===== config.mk =====
export PLATFORM = sky130hd
export DESIGN_NAME = ddr5_bank_responder
export DESIGN_NICKNAME = d
export VERILOG_FILES = /design/src/rtl/ddr5_bank_responder.sv
export SDC_FILE = /design/constraint.sdc
export NUM_CORES = 2
export LEC_CHECK = 0
export CAP_MARGIN = 15
export CORE_MARGIN = 3
export CORE_UTILIZATION = 39
export CTS_CLUSTER_DIAMETER = 50
export DETAILED_ROUTE_END_ITERATION = 12
export PLACE_DENSITY_LB_ADDON = 0.25
export SLEW_MARGIN = 10
export SYNTH_ARGS = -nofsm -noshare
export SYNTH_HDL_FRONTEND = slang
export SYNTH_SLANG_ARGS = --single-unit

===== constraint.sdc =====
create_clock -name clock -period 11.3 [get_ports clock]
set_input_delay 2.825 -clock clock [delete_from_list [all_inputs] [get_ports clock]]
set_output_delay 2.825 -clock clock [all_outputs]
set_load 0.05 [all_outputs]

===== src/rtl/ddr5_bank_responder.sv =====
// ddr5_bank_responder: DRAM-side bank-state and timing model for one DDR5 rank.
// It tracks open/closed state, the latched row and timing counters for every
// bank (bank groups x banks). It returns read bursts, checks the presence of
// write beats, and reports illegal or early commands as a registered
// one-cycle pulse carrying a code.
//
// Ports:
//   clock, reset_n           sole clock (posedge); asynchronous active-low reset
//   cmd_valid, cmd           command strobe and opcode:
//                            0 NOP, 1 ACT, 2 RD, 3 WR, 4 PRE, 5 REF, 6/7 NOP
//   cmd_bg, cmd_ba           target bank group / bank
//   cmd_row, cmd_col         row (ACT) / column (RD, WR)
//   wr_data_valid, wr_data   write beat strobe; the data content is ignored
//   rd_data_valid, rd_data   read beat, zero-extended {bg, ba, row, col, beat}
//   bank_open                per-bank open flag, indexed by {bg, ba}
//   viol, viol_code          violation pulse and its code (lowest code wins)
//   viol_count               only with DDR5_VIOL_COUNT_EN defined: saturating
//                            count of viol pulses
//
// Timing counters hold N-1 after a command with constraint N. They decrement
// to zero, so a follow-on command is legal in the first cycle its counter
// reads zero, which is exactly T+N.

module ddr5_bank_state #(
  parameter int ROW_BITS = 16,
  parameter int T_RCD    = 39,
  parameter int T_RAS    = 76,
  parameter int T_RP     = 39,
  parameter int T_RTP    = 18,
  parameter int T_WREC   = 118   // WR to PRE: T_CWD + T_BURST + T_WR
) (
  input  logic                clock,
  input  logic                reset_n,
  input  logic                act,
  input  logic                pre,
  input  logic                rd,
  input  logic                wr,
  input  logic [ROW_BITS-1:0] row_in,
  output logic                is_open,
  output logic [ROW_BITS-1:0] row,
  output logic                rcd_ok,
  output logic                ras_ok,
  output logic                rp_ok,
  output logic                rtp_ok,
  output logic                wr_ok
);
  localparam logic [8:0] L_RCD = 9'(T_RCD - 1);
  localparam logic [8:0] L_RAS = 9'(T_RAS - 1);
  localparam logic [8:0] L_RP  = 9'(T_RP - 1);
  localparam logic [8:0] L_RTP = 9'(T_RTP - 1);
  localparam logic [8:0] L_WR  = 9'(T_WREC - 1);

  logic [8:0] rcd_cnt, ras_cnt, rp_cnt, rtp_cnt, wr_cnt;

  function automatic logic [8:0] dec(input logic [8:0] c);
    return (c == 9'd0) ? 9'd0 : c - 9'd1;
  endfunction

  assign rcd_ok = (rcd_cnt == 9'd0);
  assign ras_ok = (ras_cnt == 9'd0);
  assign rp_ok  = (rp_cnt  == 9'd0);
  assign rtp_ok = (rtp_cnt == 9'd0);
  assign wr_ok  = (wr_cnt  == 9'd0);

  always_ff @(posedge clock or negedge reset_n) begin
    if (!reset_n) begin
      is_open <= 1'b0;
      row     <= '0;
      rcd_cnt <= '0;
      ras_cnt <= '0;
      rp_cnt  <= '0;
      rtp_cnt <= '0;
      wr_cnt  <= '0;
    end else begin
      rcd_cnt <= act ? L_RCD : dec(rcd_cnt);
      ras_cnt <= act ? L_RAS : dec(ras_cnt);
      rp_cnt  <= pre ? L_RP  : dec(rp_cnt);
      rtp_cnt <= rd  ? L_RTP : dec(rtp_cnt);
      wr_cnt  <= wr  ? L_WR  : dec(wr_cnt);
      if (act) begin
        is_open <= 1'b1;
        row     <= row_in;
      end else if (pre) begin
        is_open <= 1'b0;
      end
    end
  end
endmodule

module ddr5_bank_responder #(
  parameter int BG_BITS  = 3,
  parameter int BA_BITS  = 2,
  parameter int ROW_BITS = 16,
  parameter int COL_BITS = 10,
  parameter int DATA_W   = 64,
  parameter int T_RCD    = 39,
  parameter int T_RAS    = 76,
  parameter int T_RP     = 39,
  parameter int T_RTP    = 18,
  parameter int T_CL     = 40,
  parameter int T_CWD    = 38,
  parameter int T_BURST  = 8,
  parameter int T_WR     = 72,
  parameter int T_RFC    = 295
) (
  input  logic                              clock,
  input  logic                              reset_n,
  input  logic                              cmd_valid,
  input  logic [2:0]                        cmd,
  input  logic [BG_BITS-1:0]                cmd_bg,
  input  logic [BA_BITS-1:0]                cmd_ba,
  input  logic [ROW_BITS-1:0]               cmd_row,
  input  logic [COL_BITS-1:0]               cmd_col,
  input  logic                              wr_data_valid,
  input  logic [DATA_W-1:0]                 wr_data,
  output logic                              rd_data_valid,
  output logic [DATA_W-1:0]                 rd_data,
  output logic [(1<<(BG_BITS+BA_BITS))-1:0] bank_open,
  output logic                              viol,
  output logic [3:0]                        viol_code
`ifdef DDR5_VIOL_COUNT_EN
  ,
  output logic [15:0]                       viol_count
`endif
);
  localparam int NB = 1 << (BG_BITS + BA_BITS);

  localparam logic [8:0] L_RFC    = 9'(T_RFC - 1);
  localparam logic [8:0] L_RD_BUS = 9'(T_CL + T_BURST - 1);
  localparam logic [8:0] L_WR_BUS = 9'(T_CWD + T_BURST - 1);
  // Burst position counts cycles since the RD/WR edge (1 on the next edge).
  // Read beats are launched one edge early because rd_data is registered.
  localparam logic [8:0] RD_FIRST = 9'(T_CL - 1);
  localparam logic [8:0] RD_LAST  = 9'(T_CL + T_BURST - 2);
  localparam logic [8:0] WR_FIRST = 9'(T_CWD);
  localparam logic [8:0] WR_LAST  = 9'(T_CWD + T_BURST - 1);

  function automatic logic [8:0] dec(input logic [8:0] c);
    return (c == 9'd0) ? 9'd0 : c - 9'd1;
  endfunction

  logic [BG_BITS+BA_BITS-1:0] sel;
  logic [NB-1:0]              sel_oh;
  logic is_act, is_rd, is_wr, is_pre, is_ref;
  logic act_go, rd_go, wr_go, pre_go, ref_go, cmd_bad;

  logic [NB-1:0]               open_v, rcd_ok_v, ras_ok_v, rp_ok_v, rtp_ok_v, wr_ok_v;
  logic [NB-1:0][ROW_BITS-1:0] row_v;
  logic                        s_open;
  logic [ROW_BITS-1:0]         s_row;

  logic [8:0] rfc_cnt, bus_cnt, bus_pos, bus_last;
  logic       bus_act, bus_is_rd, rd_beat, wr_exp, beat_err;
  logic [BG_BITS-1:0]  rd_bg;
  logic [BA_BITS-1:0]  rd_ba;
  logic [ROW_BITS-1:0] rd_row;
  logic [COL_BITS-1:0] rd_col;
  logic [3:0]          beat;

  logic [11:1] flags;
  logic [3:0]  code_nxt;
  logic        unused_wr_data;

  assign unused_wr_data = ^wr_data;

  assign sel    = {cmd_bg, cmd_ba};
  assign sel_oh = NB'(1) << sel;
  assign is_act = cmd_valid && (cmd == 3'b001);
  assign is_rd  = cmd_valid && (cmd == 3'b010);
  assign is_wr  = cmd_valid && (cmd == 3'b011);
  assign is_pre = cmd_valid && (cmd == 3'b100);
  assign is_ref = cmd_valid && (cmd == 3'b101);

  for (genvar i = 0; i < NB; i++) begin : g_bank
    ddr5_bank_state #(
      .ROW_BITS(ROW_BITS), .T_RCD(T_RCD), .T_RAS(T_RAS), .T_RP(T_RP),
      .T_RTP(T_RTP), .T_WREC(T_CWD + T_BURST + T_WR)
    ) u_bank (
      .clock   (clock),
      .reset_n (reset_n),
      .act     (act_go & sel_oh[i]),
      .pre     (pre_go & sel_oh[i]),
      .rd      (rd_go  & sel_oh[i]),
      .wr      (wr_go  & sel_oh[i]),
      .row_in  (cmd_row),
      .is_open (open_v[i]),
      .row     (row_v[i]),
      .rcd_ok  (rcd_ok_v[i]),
      .ras_ok  (ras_ok_v[i]),
      .rp_ok   (rp_ok_v[i]),
      .rtp_ok  (rtp_ok_v[i]),
      .wr_ok   (wr_ok_v[i])
    );
  end

  assign bank_open = open_v;
  assign s_open    = open_v[sel];
  assign s_row     = row_v[sel];

  // Data-bus window of the single outstanding burst.
  assign bus_last = bus_is_rd ? RD_LAST : WR_LAST;
  assign rd_beat  = bus_act &&  bus_is_rd && (bus_pos >= RD_FIRST) && (bus_pos <= RD_LAST);
  assign wr_exp   = bus_act && !bus_is_rd && (bus_pos >= WR_FIRST) && (bus_pos <= WR_LAST);
  assign beat_err = (wr_data_valid != wr_exp);
  assign beat     = 4'(bus_pos - RD_FIRST);

  always_comb begin
    flags     = '0;
    flags[10] = beat_err;
    if (is_act) begin
      flags[2] = s_open;
      flags[5] = !rp_ok_v[sel];
      flags[8] = (rfc_cnt != 9'd0);
    end
    if (is_rd || is_wr) begin
      flags[1] = !s_open;
      flags[3] = !rcd_ok_v[sel];
      flags[8] = (rfc_cnt != 9'd0);
      flags[9] = (bus_cnt != 9'd0);
    end
    // PRE to a closed bank is a plain NOP.
    if (is_pre && s_open) begin
      flags[4] = !ras_ok_v[sel];
      flags[6] = !rtp_ok_v[sel];
      flags[7] = !wr_ok_v[sel];
      flags[8] = (rfc_cnt != 9'd0);
    end
    if (is_ref) begin
      flags[8]  = (rfc_cnt != 9'd0);
      flags[11] = |open_v;
    end
  end

  always_comb begin
    code_nxt = '0;
    for (int i = 11; i >= 1; i--)
      if (flags[i]) code_nxt = 4'(i);
  end

  // A beat error alone does not drop the command issued in the same cycle.
  assign cmd_bad = (|flags[9:1]) || flags[11];
  assign act_go  = is_act && !cmd_bad;
  assign rd_go   = is_rd  && !cmd_bad;
  assign wr_go   = is_wr  && !cmd_bad;
  assign pre_go  = is_pre && s_open && !cmd_bad;
  assign ref_go  = is_ref && !cmd_bad;

  always_ff @(posedge clock or negedge reset_n) begin
    if (!reset_n) begin
      rfc_cnt       <= '0;
      bus_cnt       <= '0;
      bus_pos       <= '0;
      bus_act       <= 1'b0;
      bus_is_rd     <= 1'b0;
      rd_bg         <= '0;
      rd_ba         <= '0;
      rd_row        <= '0;
      rd_col        <= '0;
      rd_data_valid <= 1'b0;
      rd_data       <= '0;
      viol          <= 1'b0;
      viol_code     <= '0;
    end else begin
      rfc_cnt       <= ref_go ? L_RFC : dec(rfc_cnt);
      viol          <= |flags;
      viol_code     <= code_nxt;
      rd_data_valid <= rd_beat;
      rd_data       <= rd_beat ? DATA_W'({rd_bg, rd_ba, rd_row, rd_col, beat}) : '0;
      if (rd_go || wr_go) begin
        bus_cnt   <= rd_go ? L_RD_BUS : L_WR_BUS;
        bus_act   <= 1'b1;
        bus_is_rd <= rd_go;
        bus_pos   <= 9'd1;
        rd_bg     <= cmd_bg;
        rd_ba     <= cmd_ba;
        rd_row    <= s_row;
        rd_col    <= cmd_col;
      end else begin
        bus_cnt <= dec(bus_cnt);
        if (bus_act) begin
          bus_pos <= bus_pos + 9'd1;
          if (bus_pos == bus_last) bus_act <= 1'b0;
        end
      end
    end
  end

`ifdef DDR5_VIOL_COUNT_EN
  always_ff @(posedge clock or negedge reset_n) begin
    if (!reset_n)
      viol_count <= '0;
    else if ((|flags) && (viol_count != 16'hFFFF))
      viol_count <= viol_count + 16'd1;
  end
`endif
endmodule

==> results.tsv <==
metric	value	unit
max frequency	127.1	MHz
CTS Hold Bufs	0	
synthesized flop and latch total	2085	
Clock Latency Late Sink	940	ps
clock power share	33.1	%
Final Critical Period	7868	ps
syn_area_per_cell	11.01	sq um
Die Ht	518.2	um
1st-iter DRT viols	5091	
Worst-Margin Slew	1139	ps
M1 WL	119400	um
Overflow after GRT	0	
Sw Pwr	0.008214	W
crit end category	flop	
r2r endpoint	g_bank[12].u_bank.row[5]	
Hold Violations, Final	0	
Setup Skew	104.8	ps
Synth Area in Adders	3.987	%
post-synthesis simple-gate area fraction	17.18	%
final setup fails	0	
clock-pin slew on the worst setup and hold paths	60	ps
WL final	272100	um
die area	268500	sq um
min-delay worst type	reg -> reg	
Vias/cell	5.518	
gpl congestion	0.8600	
Initial Util	39.32	%
Reg2Reg Setup Slack	5350	ps
complex-gate fraction of the synthesized area	6.811	%
DPL Wire Length	178500	um
Primary FF master, synth	dfrtp_1	
Port Buf Inserts	110	
placed cell count	12650	
worst r2r path cells	13	
fraction of registers with async set/reset	100.0	%
r2r startpoint	g_bank[12].u_bank.ras_cnt[0]	
number of synthesized flops with an enable pin	0	
Internal	0.01757	W
core area	260200	sq um
Synth-to-Final Area Change	13.72	%
clk root buf	clkbuf_16	
hold path startpoint	g_bank[7].u_bank.rp_cnt[0]	
Tcrit/Tclk final	69.62	%
DRT Pass-1 Iters	5	
die width	518.2	um
Peak supply drop	0.1843	mV
row cnt	187	
DR top layer	met5	
Post-Synthesis Cell Area	102300	sq um
Post-DRT Antenna Nets	0	
status	finished, final reports clean	
hold path endpoint	g_bank[7].u_bank.rp_cnt[0]	
register area share after synthesis	51.00	%
wire length per cell	20.72	um
Worst setup SP type	primary input	
Worst Hold Path Cells	1	
first-pass GRT wire length	428600	um
Yosys Warn Count	0	
met2 WL	126500	um
CTS sink cnt	2085	
total CTS buffers	280	
# DRC	0	
CTS tree	yes	
CP Max Fanout	36	
nets	9866	
num ports	204	
RSZ-0062 raised after global routing	false	
htree depth	5	
power density cells	221.6	nW/um^2
max_cap viols	0	
combinational fraction of design power	21.7	%
Cells after Synth	9289	
setup TNS	0	ps
main combinational cell family by area after synthesis	simple AND/OR/NAND/NOR gates	
Synth Area in XOR/XNOR	7.251	%
Crit path arrival time	8600	ps
Via Count	72460	
Max-slew headroom	24.04	%
final cell count without fillers	13130	
aggregate global-route resource usage	20.03	%
switching part of the total	31.86	%
initial antenna violation count	17	
CP Class	in -> reg	
CTS Buffer Depth	4	
crit path from	cmd_bg[0]	
largest net degree at the start of global routing	182	
number of setup buffers added after CTS	0	
Seq pwr share	45.2	%
Req. time, crit path	12030	ps
number of global-route vias before repair	74210	
library cells used by synthesis	85	
Slew Limit Fails	0	
mux share of post-synthesis cell area	10.41	%
met3 routed WL	13130	um
share of layout cells above drive strength 1	11.83	%
P_leak	48.02	nW
Filler Cell Count	24010	
Post-CTS Resized	0	
==> Yosys cell counts (167+ instances only) <==
master    number  area, sq um
dfrtp_1     2085        52180
nor3_1       905         4529
nor2_1       693         2601
xnor2_1      621         5439
nand2_1      493         1851
inv_1        393         1475
o21ai_0      368         1842
ha_1         326         4079
mux2_2       288         3243
a21oi_1      274         1371
mux2_1       243         2736
clkbuf_1     231        867.1
xor2_1       226         1979
nor4_1       212         1326
o22ai_1      185         1157
mux4_2       167         3761
==> placed cells by master, fill, tap and decap left out, drive strengths merged, types with 226 or more instances in the layout <==
cell	count
a21oi	274
o21ai	372
nor3	910
xor2	226
nor2	693
dfrtp	2085
mux2	531
nand2	493
ha	326
clkbuf	363
inv	413
xnor2	621
nor4	260
==> worst max-delay path, stage by stage <==
cell     delay [ps]
buf_4           450
nor2b_1         380
buf_4           280
a22oi_1         120
a21oi_1         730
nor4_2          100
buf_4           210
nand2_2         160
buf_4           400
a21oi_1         150
or4_4           960
buf_12          350
nor4_4          330
buf_4           550
mux2_2          400
==> state kept, by name (all words and copies together) (netlist names) <==
name / flops
rfc_cnt: 9
bus_act: 1
g_bank.u_bank.wr_cnt: 288
rd_row: 16
g_bank.u_bank.ras_cnt: 288
rd_ba: 2
bus_is_rd: 1
rd_col: 10
rd_data: 35
bus_cnt: 9
g_bank.u_bank.rcd_cnt: 288
bus_pos: 9
g_bank.u_bank.is_open: 32
rd_data_valid: 1
viol_code: 4
viol: 1
g_bank.u_bank.row: 512
g_bank.u_bank.rtp_cnt: 288
g_bank.u_bank.rp_cnt: 288
rd_bg: 3
==> metal layers <==
layer / vias to the layer above / GRT usage (%)
li1: 33360 / -
met2: 1624 / 32.36
met4: 4 / 9.015
met1: 36890 / 26.57
met3: 580 / 3.141
met5: - / 0
==> power by group through the flow <==
stage	registers (W)	logic [W]	clock network (W)
4_1_cts	0.0116	0.00565	0.00875
3_3_place_gp	0.0116	0.00535	0
6_report	0.0116	0.00560	0.00853
5_1_grt	0.0120	0.00641	0.00906
3_5_place_dp	0.0117	0.00562	0
2_1_floorplan	0.0112	0.00454	0
==> how the worst max path moves through the flow <==
| stage | endpoint | cells past startpoint | slack [ps] |
|---|---|---|---|
| floorplan | g_bank[8].u_bank.row[10] | 14 | 4710 |
| global placement | g_bank[12].u_bank.row[3] | 12 | 2660 |
| detailed placement | g_bank[14].u_bank.row[2] | 12 | 2610 |
| CTS | g_bank[14].u_bank.row[5] | 12 | 3550 |
| global route | g_bank[12].u_bank.row[5] | 15 | 3410 |
| finish | g_bank[12].u_bank.row[5] | 15 | 3430 |
==> cell families (layout without fill, tap and decap cells) <==
kind of cell               after synthesis  after routing
and+or+nand+nor                       3277           3277
DFF                                   2085           2085
AOI/OAI and AO/OA                     1147           1147
xor gates and xnor gates               847            847
buffers and inverters                  817           1123
muxes                                  789            789
adders and majority gates              326            326
other                                    1             40
==> metrics by stage <==
stage	hold WS (ps)	total power (W)	utilization, %	setup WS [ps]	instance area (sq um)
global placement	443.9	0.01694	41.26	2656	107400
floorplan	425.9	0.01578	-	4714	102400
detailed placement	445.7	0.01731	41.26	2612	107400
CTS	453.4	0.02601	44.68	3555	116200
global route	469.1	0.02743	44.71	3414	116300
finish	451.4	0.02578	44.72	3432	116300
==> final cells by class <==
cell class                      instances  area [sq um]  share of cell area, %
Clock buffer                          363          7765                  6.674
Timing Repair Buffer                  255          2432                  2.091
Inverter                              401          1505                  1.294
Tap cell                             3496          4374                  3.760
Antenna cell                           11         27.53                0.02366
Multi-Input combinational cell       6415         46950                  40.35
Clock inverter                        104          1121                 0.9636
Sequential cell                      2085         52180                  44.84
Note: power is estimated with default switching activity, not from simulation.
